--- src/rtl/div_pkg.sv ---
// Shared types and default sizing for the HI/LO divide sequencer.
package div_pkg;

    localparam int unsigned DEFAULT_WIDTH         = 32;
    localparam int unsigned DEFAULT_SETTLE_CYCLES = 4;
    localparam int unsigned CNT_W                 = 4;

    typedef enum logic [1:0] {
        IDLE = 2'b00,
        WAIT = 2'b01,
        DONE = 2'b10
    } state_e;

endpackage : div_pkg

--- src/rtl/div_hilo_sequencer_if.sv ---
// Requester/divider-side signal bundle of the HI/LO divide sequencer.
interface div_hilo_sequencer_if #(
    parameter int unsigned WIDTH = div_pkg::DEFAULT_WIDTH
);

    logic               start;
    logic [WIDTH-1:0]   a_in;
    logic [WIDTH-1:0]   b_in;
    logic [WIDTH-1:0]   div_a;
    logic [WIDTH-1:0]   div_b;
    logic [2*WIDTH-1:0] div_z;
    logic               busy;
    logic               done;
    logic               div_by_zero;
    logic [WIDTH-1:0]   hi_out;
    logic [WIDTH-1:0]   lo_out;

    // Sequencer side
    modport slave (
        input  start, a_in, b_in, div_z,
        output div_a, div_b, busy, done, div_by_zero, hi_out, lo_out
    );

    // Requester plus external divider side
    modport master (
        output start, a_in, b_in, div_z,
        input  div_a, div_b, busy, done, div_by_zero, hi_out, lo_out
    );

endinterface : div_hilo_sequencer_if

--- src/rtl/div_hilo_sequencer_settle_counter.sv ---
// 4-bit loadable down-counter timing the external divider's settle window.
module settle_counter
    import div_pkg::*;
(
    input  logic             clk,
    input  logic             rst_n,
    input  logic             load_i,
    input  logic [CNT_W-1:0] load_val_i,
    input  logic             en_i,
    output logic             zero_c
);

    logic [CNT_W-1:0] count_q;

    always_ff @(posedge clk or negedge rst_n) begin
        if (!rst_n) begin
            count_q <= '0;
        end else if (load_i) begin
            count_q <= load_val_i;
        end else if (en_i) begin
            count_q <= count_q - CNT_W'(1);
        end
    end

    assign zero_c = (count_q == '0);

endmodule : settle_counter

--- src/rtl/div_hilo_sequencer.sv ---
// Sequences one divide through an external combinational divider and
// captures {remainder, quotient} into HI/LO, flagging divide-by-zero.
module div_hilo_sequencer
    import div_pkg::*;
#(
    parameter int unsigned WIDTH         = DEFAULT_WIDTH,
    parameter int unsigned SETTLE_CYCLES = DEFAULT_SETTLE_CYCLES
) (
    input  logic                 clock,
    input  logic                 clear,
    div_hilo_sequencer_if.slave  bus
);

    localparam logic [CNT_W-1:0] SETTLE_LOAD = CNT_W'(SETTLE_CYCLES - 1);

    state_e           state_q, state_d;
    logic [WIDTH-1:0] div_a_q, div_a_d;
    logic [WIDTH-1:0] div_b_q, div_b_d;
    logic [WIDTH-1:0] hi_q, hi_d;
    logic [WIDTH-1:0] lo_q, lo_d;
    logic             dbz_q, dbz_d;
    logic             busy_q, busy_d;
    logic             done_q, done_d;

    logic             accept;
    logic             b_zero;
    logic             cnt_load;
    logic             cnt_en;
    logic             cnt_zero;

    assign accept = (state_q == IDLE) && bus.start;
    assign b_zero = (bus.b_in == '0);

    settle_counter u_settle_counter (
        .clk        (clock),
        .rst_n      (clear),
        .load_i     (cnt_load),
        .load_val_i (SETTLE_LOAD),
        .en_i       (cnt_en),
        .zero_c     (cnt_zero)
    );

    // State register
    always_ff @(posedge clock or negedge clear) begin
        if (!clear) begin
            state_q <= IDLE;
        end else begin
            state_q <= state_d;
        end
    end

    // Next-state logic; a zero divisor skips the settle window entirely
    always_comb begin
        state_d = state_q;
        case (state_q)
            IDLE:    if (bus.start) state_d = b_zero ? DONE : WAIT;
            WAIT:    if (cnt_zero)  state_d = DONE;
            DONE:    state_d = IDLE;
            default: state_d = IDLE;
        endcase
    end

    // Output/datapath next values; div_z is only looked at on the WAIT->DONE edge
    always_comb begin
        div_a_d  = div_a_q;
        div_b_d  = div_b_q;
        hi_d     = hi_q;
        lo_d     = lo_q;
        dbz_d    = dbz_q;
        cnt_load = 1'b0;
        cnt_en   = 1'b0;

        if (accept) begin
            div_a_d  = bus.a_in;
            div_b_d  = bus.b_in;
            dbz_d    = b_zero;
            cnt_load = !b_zero;
        end

        if (state_q == WAIT) begin
            if (cnt_zero) begin
                hi_d = bus.div_z[2*WIDTH-1:WIDTH];
                lo_d = bus.div_z[WIDTH-1:0];
            end else begin
                cnt_en = 1'b1;
            end
        end

        busy_d = (state_d != IDLE);
        done_d = (state_d == DONE);
    end

    // Output registers
    always_ff @(posedge clock or negedge clear) begin
        if (!clear) begin
            div_a_q <= '0;
            div_b_q <= '0;
            hi_q    <= '0;
            lo_q    <= '0;
            dbz_q   <= 1'b0;
            busy_q  <= 1'b0;
            done_q  <= 1'b0;
        end else begin
            div_a_q <= div_a_d;
            div_b_q <= div_b_d;
            hi_q    <= hi_d;
            lo_q    <= lo_d;
            dbz_q   <= dbz_d;
            busy_q  <= busy_d;
            done_q  <= done_d;
        end
    end

    assign bus.div_a       = div_a_q;
    assign bus.div_b       = div_b_q;
    assign bus.hi_out      = hi_q;
    assign bus.lo_out      = lo_q;
    assign bus.div_by_zero = dbz_q;
    assign bus.busy        = busy_q;
    assign bus.done        = done_q;

endmodule : div_hilo_sequencer

--- src/flat_wrapper.sv ---
// flat-port wrapper written by rule: the top's interface ports become plain ports
module div_hilo_sequencer_flat import div_pkg::*;
#(
    parameter int unsigned WIDTH         = DEFAULT_WIDTH,
    parameter int unsigned SETTLE_CYCLES = DEFAULT_SETTLE_CYCLES
)
  (clock, clear, bus_start, bus_a_in, bus_b_in, bus_div_z, bus_div_a, bus_div_b, bus_busy, bus_done, bus_div_by_zero, bus_hi_out, bus_lo_out);
  div_hilo_sequencer_if #(.WIDTH(WIDTH)) bus_i ();
  input  logic clock;
  input  logic clear;
  input wire logic [$bits(bus_i.start)-1:0] bus_start;
  input wire logic [$bits(bus_i.a_in)-1:0] bus_a_in;
  input wire logic [$bits(bus_i.b_in)-1:0] bus_b_in;
  input wire logic [$bits(bus_i.div_z)-1:0] bus_div_z;
  output wire logic [$bits(bus_i.div_a)-1:0] bus_div_a;
  output wire logic [$bits(bus_i.div_b)-1:0] bus_div_b;
  output wire logic [$bits(bus_i.busy)-1:0] bus_busy;
  output wire logic [$bits(bus_i.done)-1:0] bus_done;
  output wire logic [$bits(bus_i.div_by_zero)-1:0] bus_div_by_zero;
  output wire logic [$bits(bus_i.hi_out)-1:0] bus_hi_out;
  output wire logic [$bits(bus_i.lo_out)-1:0] bus_lo_out;
  assign bus_i.start = bus_start;
  assign bus_i.a_in = bus_a_in;
  assign bus_i.b_in = bus_b_in;
  assign bus_i.div_z = bus_div_z;
  assign bus_div_a = bus_i.div_a;
  assign bus_div_b = bus_i.div_b;
  assign bus_busy = bus_i.busy;
  assign bus_done = bus_i.done;
  assign bus_div_by_zero = bus_i.div_by_zero;
  assign bus_hi_out = bus_i.hi_out;
  assign bus_lo_out = bus_i.lo_out;
  div_hilo_sequencer #(.WIDTH(WIDTH), .SETTLE_CYCLES(SETTLE_CYCLES)) u_core (.clock(clock), .clear(clear), .bus(bus_i));
endmodule
--- config.mk ---
export PLATFORM = sky130hd
export DESIGN_NAME = div_hilo_sequencer_flat
export DESIGN_NICKNAME = d
export VERILOG_FILES = /design/src/rtl/div_pkg.sv /design/src/rtl/div_hilo_sequencer_if.sv /design/src/rtl/div_hilo_sequencer_settle_counter.sv /design/src/rtl/div_hilo_sequencer.sv /design/src/flat_wrapper.sv
export SDC_FILE = /design/constraint.sdc
export NUM_CORES = 1
export LEC_CHECK = 0
export ABC_AREA = 0
export CAP_MARGIN = 30
export CELL_PAD_IN_SITES_DETAIL_PLACEMENT = 1
export CELL_PAD_IN_SITES_GLOBAL_PLACEMENT = 1
export CORE_UTILIZATION = 30
export DETAILED_ROUTE_END_ITERATION = 8
export PLACE_DENSITY_LB_ADDON = 0.1
export SYNTH_ARGS = -nofsm -noshare
export SYNTH_HDL_FRONTEND = slang
export SYNTH_SLANG_ARGS = --single-unit
--- constraint.sdc ---
create_clock -name clock -period 3.8 [get_ports clock]
set_clock_uncertainty 0.2 [all_clocks]
set_input_delay 0.57 -clock clock [delete_from_list [all_inputs] [get_ports clock]]
set_output_delay 0.57 -clock clock [all_outputs]
set_load 0.01 [all_outputs]
# Word level (Yosys, flattened, before mapping)

Cells that the tools add are included.

Add/sub/neg operators: 1
Equal/unequal tests: 2
Muxes and demuxes: 9
Reduce and logical (&&, ||, !) cells: 8

Operators by type and width:

| operator            | count |
|---|---|
| $logic_not 32->1    | 1 |
| $mux 4              | 2 |
| $mux 2              | 3 |
| $logic_not 4->1     | 1 |
| $pmux 2 s2          | 1 |
| $reduce_bool 2->1   | 2 |
| $sub 4x1->4 const B | 1 |
| $mux 1              | 3 |
| $eq 2x1->1 const B  | 1 |
| $eq 2x2->1 const B  | 1 |
| $logic_not 2->1     | 1 |
| $reduce_and 2->1    | 1 |
| $logic_and 1x1->1   | 1 |
| $logic_not 1->1     | 1 |

Register bits: 137
Bits of input ports: 131

# Longest topological paths before layout

Depth in word-level cells: 5
Depth in mapped cells: 7

# Modules after synthesis

Synthesis repeated with hierarchy kept, for this count alone.

Cell total of the unflattened synthesis: 456
Area total of the unflattened synthesis: 5282.6 um^2

Modules (own cells, without submodules):

| module             | times used | cells each | area each (um^2) | seq. area each (um^2) |
|---|---|---|---|---|
| div_hilo_sequencer | 1          | 435        | 5052.3           | 3328.2 |
| settle_counter     | 1          | 21         | 230.2            | 100.1 |

# Least setup slack after synthesis

Ideal clock, no wire load.

Path kind: register to register
Start point: reg u_core.u_settle_counter.count_q[0]
End point: reg u_core.hi_q[10] (netlist: u_core.bus.hi_out[10])
Library setup time: 127 ps
Arrival time: 1480 ps
Required time: 3473 ps
Setup slack: 1992 ps
Stages on the path, launching flop included: 8
Buffers on the path: 2
Clock period less this slack: 1808 ps
Cell sequence: dfrtp_1 > inv_1 > ha_1 > nand2_1 > nor3_2 > buf_4 > buf_6 > mux2_1

Word-level cells in the longest chain between the ends: 2

Ends and longest elaborated chain:

| element                    | RTL line                                | text |
|---|---|---|
| start, declared            | div_hilo_sequencer_settle_counter.sv:13 | `logic [CNT_W-1:0] count_q;` |
| start signal, assigned     | div_hilo_sequencer_settle_counter.sv:19 | `count_q <= load_val_i;` |
| start signal, assigned     | div_hilo_sequencer_settle_counter.sv:21 | `count_q <= count_q - CNT_W'(1);` |
| $logic_not 4->1            | div_hilo_sequencer_settle_counter.sv:25 | `assign zero_c = (count_q == '0);` |
| $reduce_and 2->1 (no line) | -                                       |  |
| end signal, assigned       | div_hilo_sequencer.sv:106               | `hi_q <= hi_d;` |
| end, declared              | div_hilo_sequencer.sv:19                | `logic [WIDTH-1:0] hi_q, hi_d;` |

No other way between the ends.
A chain may end at the register's enable or synchronous reset.

# Worst setup path after layout

Start point: reg u_core.u_settle_counter.count_q[0]
End point: reg u_core.hi_q[1] (netlist: u_core.bus.hi_out[1])

Same word-level chain as after synthesis.

==> results.cfg <==
[route]
routed_wl_um = 14200
dr.pass1.iters = 4
ant_nets = 0
vias = 3716
wire_per_inst_um = 17.3
drc_errors = 0
drt-initial-drc-count = 74
viasPerCell = 4.52

[timing]
max_freq_mhz = 414
fin_tns_setup_ps = 0
finalHoldViolCount = 0
rsz0062_at_grt = no
min_period_ps = 2420
tightest_slew_ps = 644
fin_crit_sh_pct = 63.6
maxSlewViolCount = 0
finalSetupViolations = 0
slew_headroom_pct = 56.9

[power]
p_total_mw = 7.49
p_leak_nw = 3.56
ir_drop_uv = 366
p_int_mw = 5.34
powerDensity_nw_per_um2 = 861
swShare_pct = 28.7
power_switching_mw = 2.15
power.share.clock_pct = 23.2
power.share.sequential_pct = 34.4
p_comb_share_pct = 42.4

[grt]
grt_usage_pct = 16.6
grt-ovfl-total = 0
antenna_found_initial = 1
grt_first_pass_wirelength_um = 22500
grt_pass1_vias = 3999
grt_start_max_net_pins = 74

[critical_path]
r2r-start = u_core.u_settle_counter.count_q[0]$_DFFE_PN0P_
cp-startpoint = u_core.u_settle_counter.count_q[0]$_DFFE_PN0P_
crit_path_start_kind = register
cp.required_ps = 3890
cp_max_fo = 56
worstPathArrival_ps = 2510
ff2ff_path_depth = 6
crit_path_end_kind = register
crit_type = register to register

[clock_tree]
cts_tree = yes
cts_setup_buffers = 0
cts_sinks = 137
clk_pin_slew_worst_paths_ps = 50
clock_latency_ps = 410
numCtsBuffers = 17
htreeDepth = 4
cts_resized = 0
clk_path_buf_depth = 2
cts-root-buf = clkbuf_16

[floorplanning]
num_rows = 47
die_area_um2 = 17900
start_util_pct = 31.1
fp.dieW_um = 134
core_area_um2 = 16800
io_pins = 262
die_y_um = 134

[placement]
place_congestion = 0.715
hpwlAfterDp_um = 10500
io_buffers = 261

[yosys]
synth_enable_flop_cells = 0
seq_area_frac_synth_pct = 65.7
syn_area_um2 = 5220
synthArstFlopShare_pct = 100
avgSynthCellArea_um2 = 16.4
syn_inst = 319
ys_warn_count = 0
ys_ff_latch = 137
synth_ff_type = dfrtp_1
ys_types = 25
syn_nets = 451

[worst_hold_path]
hold_depth = 1
min-delay-start = u_core.bus.hi_out[4]$_DFFE_PN0P_
hold_class = register to register

[cells_and_area]
final.fill_count = 1673
layout_commonest_cell = clkdlybuf4s50_1
area_growth_pct = 66.8
drive_gt1_share_pct = 21.1
final_cell_mix = 260 x clkdlybuf4s50_1, 137 x dfrtp_1, 90 x mux2_2
fin_nets = 722

[run]
drv_cap = 0

[outcome]
status = finished clean
per-stage QoR:
stage / worst slack (ps) / std cells / hold WS (ps) / util, % / cell area, um2
after floorplan: 1990 / 319 / 74.4 / - / 5220
after global placement: 1160 / 790 / 260 / 48.1 / 8070
after detailed placement: 1110 / 790 / 268 / 48.1 / 8070
after CTS: 1330 / 822 / 290 / 51.9 / 8700
after global routing: 1250 / 823 / 302 / 51.9 / 8700
final: 1380 / 823 / 281 / 51.9 / 8700
worst max-delay path, stage by stage, from the launching register on:
cell     delay, ps
dfrtp_1        370
inv_1          100
ha_1           200
nand2_1        110
nor3_4         520
buf_12         350
mux2_2         400
area by class of cell:
cell class	instances	area (um2)	area share, %
Sequential cell	137	3430	39.4
Tap cell	220	275	3.16
Clock buffer	23	478	5.49
Inverter	3	11.3	0.129
Timing Repair Buffer	266	2680	30.8
Clock inverter	8	143	1.64
Multi-Input combinational cell	165	1690	19.4
Antenna cell	1	2.50	0.0288
power by group through the flow:
| stage | clock network, mW | logic [mW] | registers, mW |
|---|---|---|---|
| after floorplan | 0 | 1.02 | 2.91 |
| after global placement | 0 | 3.18 | 2.55 |
| after detailed placement | 0 | 3.23 | 2.60 |
| after CTS | 1.79 | 3.25 | 2.58 |
| after global routing | 1.85 | 3.40 | 2.68 |
| final | 1.74 | 3.18 | 2.57 |
worst paths after layout:
kind | endpoint | slack, ps
max | u_core.bus.hi_out[1]$_DFFE_PN0P_ | 1380
min | u_core.bus.hi_out[4]$_DFFE_PN0P_ | 280
max reg2reg | u_core.bus.hi_out[1]$_DFFE_PN0P_ | 1380
min reg2reg | u_core.bus.hi_out[4]$_DFFE_PN0P_ | 280
max in group asynchronous | u_core.bus.div_b[28]$_DFFE_PN0P_ | 1990
min in group asynchronous | u_core.bus.hi_out[14]$_DFFE_PN0P_ | 500
what timing repair did:
item                       CTS  global route
hold endpoints to repair    64             0
setup endpoints to repair    0             0
hold buffers                 1             0
synth_stat cells (2+ instances only):
cell,number,area [um2]
and2_1,2,12.5
buf_2,9,45.0
buf_6,4,45.0
dfrtp_1,137,3430
inv_1,3,11.3
mux2_1,38,428
mux2_2,90,1010
nand2_1,6,22.5
nand4_1,2,12.5
nor2_1,3,11.3
nor3_1,2,10.0
nor4_1,8,50.1
or2_2,2,12.5
xnor2_1,2,17.5
registers in the layout, indices dropped and copies added, names as in the netlist:
register,flops
u_core.bus.div_a,32
u_core.bus.div_b,32
u_core.u_settle_counter.count_q,4
u_core.bus.busy,1
u_core.state_q,2
u_core.bus.div_by_zero,1
u_core.bus.hi_out,32
u_core.bus.done,1
u_core.bus.lo_out,32
metal layers:
metal	share of wire (%)	wire [um]	GRT usage, %	vias to the layer above
li1	-	-	-	1680
met1	39	5500	18.7	1875
met2	52	7330	28.1	150
met3	8.6	1220	6.99	11
met4	1.1	152	6.19	0
met5	0	0	0	-
kinds of logic (layout without fill, tap and decap cells):
| group | after synthesis | in the layout | synth area share (%) |
|---|---|---|---|
| other cells | 0 | 1 | 0 |
| xor+xnor | 2 | 2 | 0.336 |
| buf+inv | 17 | 300 | 2.09 |
| flops | 137 | 137 | 65.7 |
| fa+ha+maj | 1 | 1 | 0.240 |
| simple gates | 28 | 28 | 3.14 |
| mux | 128 | 128 | 27.6 |
| compound gates | 6 | 6 | 0.840 |
No activity file was read; power rests on OpenSTA's default activity.
